===== src/rtl/dyt_sram_ctrl_if.sv =====
// Request/response channel of the SRAM controller.
// The slave side is the memory; the master side issues requests and sinks responses.
interface dyt_sram_ctrl_if #(
    parameter int unsigned DATA_WIDTH = 32
);
    logic                      req_valid;
    logic                      req_ready;
    logic                      req_wen;
    logic [31:0]               req_addr;
    logic [DATA_WIDTH-1:0]     req_wdata;
    logic [DATA_WIDTH/8-1:0]   req_be;
    logic                      rsp_valid;
    logic [DATA_WIDTH-1:0]     rsp_rdata;
    logic                      rsp_err;
    logic                      init_done;

    modport slave (
        input  req_valid, req_wen, req_addr, req_wdata, req_be,
        output req_ready, rsp_valid, rsp_rdata, rsp_err, init_done
    );

    modport master (
        output req_valid, req_wen, req_addr, req_wdata, req_be,
        input  req_ready, rsp_valid, rsp_rdata, rsp_err, init_done
    );
endinterface


===== src/rtl/dyt_sram_ctrl.sv =====
// Single-port SRAM with byte-enable writes, a fixed-latency read pipeline,
// out-of-range error responses and an optional post-reset clear sweep.
module dyt_sram_ctrl #(
    parameter int unsigned DATA_WIDTH     = 32,
    parameter int unsigned DEPTH          = 64,
    parameter int unsigned READ_LATENCY   = 1,
    parameter int unsigned CLEAR_ON_RESET = 1,
    parameter int unsigned BYTE_ADDR      = 1
) (
    input logic             clk,
    input logic             n_rst,
    dyt_sram_ctrl_if.slave  bus
);
    localparam int unsigned NB       = DATA_WIDTH / 8;
    localparam int unsigned OFF_BITS = $clog2(NB);
    localparam int unsigned AW       = $clog2(DEPTH);

    typedef enum logic [0:0] {StInit, StReady} state_e;

    state_e                 state_q;
    logic [AW-1:0]          clr_cnt_q;
    logic                   req_ready_q;
    logic                   init_done_q;

    logic [DATA_WIDTH-1:0]  mem_q [DEPTH];

    logic                   vld_q  [READ_LATENCY];
    logic [DATA_WIDTH-1:0]  data_q [READ_LATENCY];
    logic                   err_q  [READ_LATENCY];

    logic [31:0]            word_idx;
    logic                   in_range;
    logic                   wr_fire;
    logic                   rd_fire;
    logic [DATA_WIDTH-1:0]  rd_word;

    // Full 32-bit index compare so out-of-range addresses never alias onto real words.
    assign word_idx = (BYTE_ADDR != 0) ? (bus.req_addr >> OFF_BITS) : bus.req_addr;
    assign in_range = (word_idx < 32'(DEPTH));
    assign wr_fire  = bus.req_valid & req_ready_q & bus.req_wen & in_range;
    assign rd_fire  = bus.req_valid & req_ready_q & ~bus.req_wen;

    // Array read for the request presented this cycle; out-of-range reads return zero.
    always_comb begin
        rd_word = '0;
        if (in_range) begin
            rd_word = mem_q[word_idx[AW-1:0]];
        end
    end

    // Control FSM: clear sweep after reset, then accept requests until the next reset.
    always_ff @(posedge clk) begin
        if (!n_rst) begin
            if (CLEAR_ON_RESET != 0) begin
                state_q <= StInit;
            end else begin
                state_q <= StReady;
            end
            clr_cnt_q   <= '0;
            req_ready_q <= 1'b0;
            init_done_q <= 1'b0;
        end else begin
            case (state_q)
                StInit: begin
                    clr_cnt_q <= clr_cnt_q + 1'b1;
                    if (clr_cnt_q == AW'(DEPTH - 1)) begin
                        state_q     <= StReady;
                        req_ready_q <= 1'b1;
                        init_done_q <= 1'b1;
                    end
                end
                StReady: begin
                    req_ready_q <= 1'b1;
                    init_done_q <= 1'b1;
                end
                default: begin
                    state_q <= StReady;
                end
            endcase
        end
    end

    // Storage: the clear sweep and accepted writes are mutually exclusive since
    // req_ready is low for the whole sweep. Contents are not reset.
    always_ff @(posedge clk) begin
        if (n_rst) begin
            if (state_q == StInit) begin
                mem_q[clr_cnt_q] <= '0;
            end else if (wr_fire) begin
                for (int b = 0; b < NB; b++) begin
                    if (bus.req_be[b]) begin
                        mem_q[word_idx[AW-1:0]][8*b +: 8] <= bus.req_wdata[8*b +: 8];
                    end
                end
            end
        end
    end

    // Read pipeline: data/err only advance with a valid, so the last stage holds
    // the most recent response between strobes.
    always_ff @(posedge clk) begin
        if (!n_rst) begin
            for (int i = 0; i < READ_LATENCY; i++) begin
                vld_q[i]  <= 1'b0;
                data_q[i] <= '0;
                err_q[i]  <= 1'b0;
            end
        end else begin
            vld_q[0] <= rd_fire;
            if (rd_fire) begin
                data_q[0] <= rd_word;
                err_q[0]  <= ~in_range;
            end
            for (int i = 1; i < READ_LATENCY; i++) begin
                vld_q[i] <= vld_q[i-1];
                if (vld_q[i-1]) begin
                    data_q[i] <= data_q[i-1];
                    err_q[i]  <= err_q[i-1];
                end
            end
        end
    end

    assign bus.req_ready = req_ready_q;
    assign bus.init_done = init_done_q;
    assign bus.rsp_valid = vld_q[READ_LATENCY-1];
    assign bus.rsp_rdata = data_q[READ_LATENCY-1];
    assign bus.rsp_err   = err_q[READ_LATENCY-1];
endmodule


===== src/flat_wrapper.sv =====
// flat-port wrapper written by rule: the top's interface ports become plain ports
module dyt_sram_ctrl_flat 
#(
    parameter int unsigned DATA_WIDTH     = 32,
    parameter int unsigned DEPTH          = 64,
    parameter int unsigned READ_LATENCY   = 1,
    parameter int unsigned CLEAR_ON_RESET = 1,
    parameter int unsigned BYTE_ADDR      = 1
)
  (clk, n_rst, bus_req_valid, bus_req_wen, bus_req_addr, bus_req_wdata, bus_req_be, bus_req_ready, bus_rsp_valid, bus_rsp_rdata, bus_rsp_err, bus_init_done);
  dyt_sram_ctrl_if #(.DATA_WIDTH(DATA_WIDTH)) bus_i ();
  input logic clk;
  input logic n_rst;
  input wire logic [$bits(bus_i.req_valid)-1:0] bus_req_valid;
  input wire logic [$bits(bus_i.req_wen)-1:0] bus_req_wen;
  input wire logic [$bits(bus_i.req_addr)-1:0] bus_req_addr;
  input wire logic [$bits(bus_i.req_wdata)-1:0] bus_req_wdata;
  input wire logic [$bits(bus_i.req_be)-1:0] bus_req_be;
  output wire logic [$bits(bus_i.req_ready)-1:0] bus_req_ready;
  output wire logic [$bits(bus_i.rsp_valid)-1:0] bus_rsp_valid;
  output wire logic [$bits(bus_i.rsp_rdata)-1:0] bus_rsp_rdata;
  output wire logic [$bits(bus_i.rsp_err)-1:0] bus_rsp_err;
  output wire logic [$bits(bus_i.init_done)-1:0] bus_init_done;
  assign bus_i.req_valid = bus_req_valid;
  assign bus_i.req_wen = bus_req_wen;
  assign bus_i.req_addr = bus_req_addr;
  assign bus_i.req_wdata = bus_req_wdata;
  assign bus_i.req_be = bus_req_be;
  assign bus_req_ready = bus_i.req_ready;
  assign bus_rsp_valid = bus_i.rsp_valid;
  assign bus_rsp_rdata = bus_i.rsp_rdata;
  assign bus_rsp_err = bus_i.rsp_err;
  assign bus_init_done = bus_i.init_done;
  dyt_sram_ctrl #(.DATA_WIDTH(DATA_WIDTH), .DEPTH(DEPTH), .READ_LATENCY(READ_LATENCY), .CLEAR_ON_RESET(CLEAR_ON_RESET), .BYTE_ADDR(BYTE_ADDR)) u_core (.clk(clk), .n_rst(n_rst), .bus(bus_i));
endmodule

===== config.mk =====
export PLATFORM = sky130hd
export DESIGN_NAME = dyt_sram_ctrl_flat
export DESIGN_NICKNAME = d
export VERILOG_FILES = /design/src/rtl/dyt_sram_ctrl_if.sv /design/src/rtl/dyt_sram_ctrl.sv /design/src/flat_wrapper.sv
export SDC_FILE = /design/constraint.sdc
export NUM_CORES = 2
export LEC_CHECK = 0
export ABC_AREA = 1
export CAP_MARGIN = 20
export CORE_AREA = 5 5 465 467
export CTS_CLUSTER_DIAMETER = 200
export DETAILED_ROUTE_END_ITERATION = 7
export DIE_AREA = 0 0 470 472
export PLACE_DENSITY = 0.58
export SLEW_MARGIN = 20
export SYNTH_ARGS = -nofsm -noshare
export SYNTH_HDL_FRONTEND = slang
export SYNTH_SLANG_ARGS = --single-unit

===== constraint.sdc =====
create_clock -name clk -period 8.82 [get_ports clk]
set_input_delay 1.323 -clock clk [delete_from_list [all_inputs] [get_ports clk]]
set_output_delay 1.323 -clock clk [all_outputs]
set_load 0.02 [all_outputs]

* After elaboration in Yosys (flattened, before gate mapping)
Memories as Yosys holds them, arrays and structs flattened.
Index checks and enable logic that the tools add are counted.
** Word-level totals
- Input bits :: 72
- Bits in registers :: 8
- Word-level logic and storage cells :: 64
- Bits in latches :: 0
- Memory bits (read-only) :: 0
- Memories :: 4
- RAM bits :: 2082
- Output and inout port bits :: 36
** Memories
- u_core.mem_q :: words 64, width 32, read ports 1, clocked after memory_dff 0, wr ports 1, line dyt_sram_ctrl.sv:25 : logic [DATA_WIDTH-1:0] mem_q [DEPTH];
- u_core.data_q :: words 1, width 32, read ports 1, clocked after memory_dff 0, wr ports 1, line dyt_sram_ctrl.sv:28 : logic [DATA_WIDTH-1:0] data_q [READ_LATENCY];
- u_core.err_q :: words 1, width 1, read ports 1, clocked after memory_dff 0, wr ports 1, line dyt_sram_ctrl.sv:29 : logic err_q [READ_LATENCY];
- u_core.vld_q :: words 1, width 1, read ports 1, clocked after memory_dff 0, wr ports 1, line dyt_sram_ctrl.sv:27 : logic vld_q [READ_LATENCY];
** Operators by class
- $lt $le $gt $ge :: 1
- Mux-type cells :: 42
- Reduce and logical (&&, ||, !) cells :: 4
- Shifts and indexed selects :: 0
- Equality and inequality tests :: 2
- $add $sub $neg :: 1
- Divide/modulo/power cells :: 0
- $mul :: 0
- Bitwise gates (word level) :: 7
** Operators by type and width (count)
- $mux W32 :: 3
- $reduce_or A32 Y1 :: 2
- $mux W1 :: 36
- $lt A30 B7 Y1 const B :: 1
- $add A6 B1 Y6 const B :: 1
- $eq A6 B6 Y1 const B :: 1
- $mux W6 :: 1
- $and A1 B1 Y1 :: 4
- $mux W4 :: 1
- $not A1 Y1 :: 3
- $ne A2 B1 Y1 const B :: 1
- $pmux W1 S2 :: 1
- $reduce_or A1 Y1 :: 2

* Depth between registers and ports, before layout
- Depth in word-level cells :: 9
- Depth in mapped cells :: 15
- Gate-level depth less buffers :: 13

* Worst setup path before layout
OpenSTA, ideal clock, no wires.
- Path kind :: input to register
- Start point :: in bus_req_addr[13]
- End point :: mem u_core.mem_q[0][10], data pin
- Data arrival time :: 3952 ps
- Buffers on the path :: 1
- Path slack :: 4368 ps
- Stages on the path :: 10
- Required time :: 8320 ps
- Library setup time :: 500 ps
- Cells stage by stage :: nor2_1 nand2_1 nor2_1 nand3_2 nor2_8 o21ai_2 nand2_4 inv_1 clkbuf_1 nor2_1
** On the way
- Word-level cells in the longest chain between the ends :: 8
- Elaborated cells on any way between the ends :: 20
- Those cells by class :: 1 x order compare; 17 x mux; 1 x bitwise; 1 x reduce/logical
** Ends and longest elaborated chain
- start: declaration :: line flat_wrapper.sv:16 : input wire logic [$bits(bus_i.req_addr)-1:0] bus_req_addr;
- $lt A30 B7 Y1 (*) :: line dyt_sram_ctrl.sv:39 : assign in_range = (word_idx < 32'(DEPTH));
- $and A1 B1 Y1 (*) :: line dyt_sram_ctrl.sv:40 : assign wr_fire = bus.req_valid & req_ready_q & bus.req_wen & in_range;
- $mux W1 :: line dyt_sram_ctrl.sv:89 : end else if (wr_fire) begin
- $mux W1 :: line dyt_sram_ctrl.sv:87 : if (state_q == StInit) begin
- $mux W1 :: line dyt_sram_ctrl.sv:86 : if (n_rst) begin
- $mux W1 (implied by the code) :: line dyt_sram_ctrl.sv:92 : mem_q[word_idx[AW-1:0]][8*b +: 8] <= bus.req_wdata[8*b +: 8];
- $reduce_or A32 Y1 (no source line) (*)
- $mux W32 (no source line) (*)
- end: declaration :: line dyt_sram_ctrl.sv:25
Mark *: on every way between the ends. The rest lies on a longest branch, timed or not.

* Worst setup path in the final report
- Start point :: in n_rst
- End point :: mem u_core.mem_q[38][20] (enable)
** On the way
- Word-level cells in the longest chain between the ends :: 4
- Elaborated cells on any way between the ends :: 13
- Those cells by class :: 12 x mux; 1 x reduce/logical
** Ends and longest elaborated chain
- start: declaration :: line flat_wrapper.sv:13 : input logic n_rst;
- $mux W1 :: line dyt_sram_ctrl.sv:86
- $mux W1 (implied by the code) :: line dyt_sram_ctrl.sv:92
- $reduce_or A32 Y1 (no source line)
- $mux W6 (no source line) or $mux W4 (tied branches)
Parallel ways exist; a longest one is shown, timed or not.

==> out/results.txt <==
The run finished with clean final reports. Derived from the worst setup path, the maximum achievable clock frequency is 0.223 GHz. The H-tree was split into 4 levels. The largest stage delay on the critical path works out to 0.93 ns.

The area share of the largest cell type after synthesis was 74.2%. Worst-margin pin slew: 1.15 ns. Excluding fillers, the count of instances in the completed layout stands at 9539. The antenna violation net count after detailed routing was 0. The critical path is of the input pin to register type. The run gives 204 as the number of buffers inserted during clock tree synthesis.

The floorplan core area is 211000 µm², and the aggregate negative setup slack is 0 ns. A synthesized cell averages 12.7 µm². The total routing usage reported by global routing is 21.5%, and the post-synthesis simple-gate area fraction is 12.0%.

The number of buffers on the longest clock path was 3; the post-cts hold buffer count was 0. Yosys mapped the design onto 31 distinct sky130hd cell types. At the end of the flow the core is filled with cells to 44.8%. In this run the clock root is driven by a clkbuf_16.

The fraction of synthesis flops using an asynchronous set or reset pin was 0%; the die outline width was 470 µm. The run gives 2090 as the number of clock sinks. Hold is met by 0.538 ns. At the worst endpoint, the required time is 9.27 ns.

The floorplan step defined a die boundary enclosing 222000 µm². STA classifies the critical path endpoint as a register. Final count of hold timing violations: 0. The clock period could shrink to 4.48 ns. The run gives 0.86 ns as the insertion delay to the later sink of the worst-skew pair. Max-cap violations in this run came to 0. The run gives 9157 as the cell count after placement.

The first global-routing pass estimated 355 mm of wire. After detailed routing, the average wire length per cell comes to 25.9 µm. Once the floorplan was initialized, standard cells occupied 39.9% of the core.

The layout has 19000 filler cells. The first detailed-routing pass ran for 6 iterations. In the synthesized netlist, the number of instances is 6617.

The mean number of vias per cell is 5.65. Timing analysis after detailed placement gives a worst setup slack of 3.59 ns. The largest individual stage delay along the critical path comes from the cell nor2_1. TritonCTS built the clock tree. The sum of net half-perimeters after detailed placement is 137 mm, and the global placement routability congestion is 0.797. The synthesized design contains 2090 register bits. The register area share after synthesis is 74.4%. The run gives 247 mm as the final wirelength. Once the clock tree was built, the resizer swapped 0 gates to a different size. By count the netlist is led by 2081 x edfxtp_1, 1378 x nor2_1, 1080 x o21ai_0. The final number of max-transition violations is 0, and the layout-stage area growth over the synthesis result is 12.3%. The run gives 0 as the number of failing setup endpoints in the final timing report. The kind of cell with the highest combined delay along the critical path is simple AND/OR/NAND/NOR gates. The final-stage net count is 6615.

Post-synthesis mux area share: 0%. 108 I/O pins were placed. The signal on the critical path passes through clkdlybuf4s50_1, nand2_1, nor2_1, o21ai_2, nand2_4, nand2_1, nand2_2, nand2_4, nor2_8, nand2_4, nor2_1.

The post-layout worst setup margin is 4.34 ns, and the row count is 169. In this run the vertical extent of the chip is 472 µm. Measured against its own limit, the worst slew margin works out to 22.9%. The area fraction in compound gates after synthesis works out to 11.0%. In the synthesized netlist the dominant register cell turns out to be edfxtp_1. Leading area contributor after synthesis: edfxtp_1.

In this run the worst path has a maximum fanout of 8. IR analysis of the VDD net gives a maximum drop of 0.168 mV. On the final layout, the worst clock skew is 0.0295 ns. Setup repair after global routing left no endpoint under its margin. The count of warnings emitted by yosys is 0, and the buffers inserted during post-CTS setup optimization is 0. The number of global-route vias before repair was 51100; the total power density per cell area was 217 nW/µm². The placed instances occupy a cell area of 88000 µm². Summed over all cells, the static leakage comes to 35.8 nW. The most frequent cell after synthesis is edfxtp_1. The initial antenna violation count is 16, and the maximum number of pins on one net before global-route repair is 188. By area, the combinational part of the netlist is dominated by simple AND/OR/NAND/NOR gates. After routing the design area is 94500 µm². The completed layout was analyzed and its total power is 20.5 mW. The post-synthesis share of cell area spent on xor and xnor gates works out to 0%.

Yosys mapped a number of flops with a built-in enable equal to 2081. Ranked by total cell area, the synthesized netlist is headed by edfxtp_1 74%, o21ai_0 6.4%, nor2_1 6.1%. After clock tree synthesis, the clock-pin slew on the worst setup and hold paths is 0.06 ns. The buffers plus inverters on the worst setup path is 1, and the number of I/O port buffers is 105. The class of the worst hold path is register to register. In this run the cell area of the synthesized design comes to 84200 µm².

Most used cell along the critical path: nand2_4. For this run, design rule violations remaining after detail routing come to 0. The violation count after the first detailed-route iteration was 6197.

The final clock period utilization by the worst path was 50.7%. Summing the areas of all fa, ha and maj instances in the mapped netlist gives 0.0149% of the synthesized area. Synthesis produced a netlist with a net count of 6690. Element type at the critical path start: an input pin.

Data arrives at the worst endpoint at 4.92 ns. Cells with a size suffix above 1 make up 8.06% of the layout. The run gives 0 as the global route total overflow.

The routed layout has 53900 vias.
cell families (layout without fill, tap and decap cells):
group                    after synthesis  in the layout
other                                  0              7
buffers and inverters                532            626
adder cells (fa/ha/maj)                1              1
flip-flops                          2090           2090
AO/OA/AOI/OAI                       1657           1657
AND/OR/NAND/NOR                     2337           2337
cell type report:
class	instances	area (µm²)	area share, %
sequential	2090	62700	66.3
multi-input combinational	3995	19600	20.8
clock buffer	256	5410	5.72
tap	2821	3530	3.73
timing repair buffer	196	1930	2.04
clock inverter	119	1120	1.19
inverter	55	236	0.250
antenna	7	17.5	0.0185
flip-flops by register name (all words and copies together), names as in the netlist:
| name | cells |
|---|---|
| u_core.bus.req_ready | 1 |
| u_core.clr_cnt_q | 6 |
| u_core.data_q | 32 |
| u_core.err_q | 1 |
| u_core.mem_q | 2048 |
| u_core.state_q | 1 |
| u_core.vld_q | 1 |
tightest hold or removal path, stage by stage (launching register included):
cell,delay [ns]
dfxtp_1,0.35
nand3_1,0.09
a21oi_1,0.06
power by group:
group          total, mW  switching (mW)  internal, mW
Clock               8.59            3.72          4.87
Sequential          10.8          0.0113          10.8
Combinational       1.11           0.792         0.321
layout by cell type, fill, tap and decap left out, types with 4 or more instances in the layout:
cell,instances
a31oi_1,19
inv_6,5
clkbuf_16,209
o21ai_2,4
o221ai_1,76
o21ai_4,4
diode_2,7
nand2_1,517
dfxtp_1,9
o22ai_1,438
a21oi_1,20
clkdlybuf4s50_1,99
inv_8,4
buf_12,15
bufinv_16,18
clkbuf_1,47
nor2_2,16
clkinvlp_4,7
clkinv_1,55
buf_4,77
o21ai_0,1080
o211ai_1,12
nand2_4,75
edfxtp_1,2081
nand2_2,8
nand3_1,317
nor2_4,32
nor2_1,1346
clkinv_2,28
a21oi_4,4
inv_1,48
nor2_8,17
worst paths after layout:
check	start	to	slack [ns]	cells after the start
max reg2reg	u_core.bus.req_ready$_SDFFE_PN0P_	u_core.mem_q[38][20]$_DFFE_PP_	5.17	10
max	n_rst	u_core.mem_q[38][20]$_DFFE_PP_	4.34	11
min	u_core.clr_cnt_q[2]$_SDFFE_PN0N_	u_core.clr_cnt_q[3]$_SDFFE_PN0N_	0.54	2
min reg2reg	u_core.clr_cnt_q[2]$_SDFFE_PN0N_	u_core.clr_cnt_q[3]$_SDFFE_PN0N_	0.54	2
routing by layer:
metal | up-vias | routed length (µm) | GRT usage (%)
li1 | 24200 | - | -
met5 | - | 43 | 0
met4 | 10 | 9300 | 7.85
met1 | 27000 | 103000 | 29.7
met3 | 410 | 21000 | 4.78
met2 | 2304 | 114000 | 33.7
No activity file was read; power rests on OpenSTA's default activity.
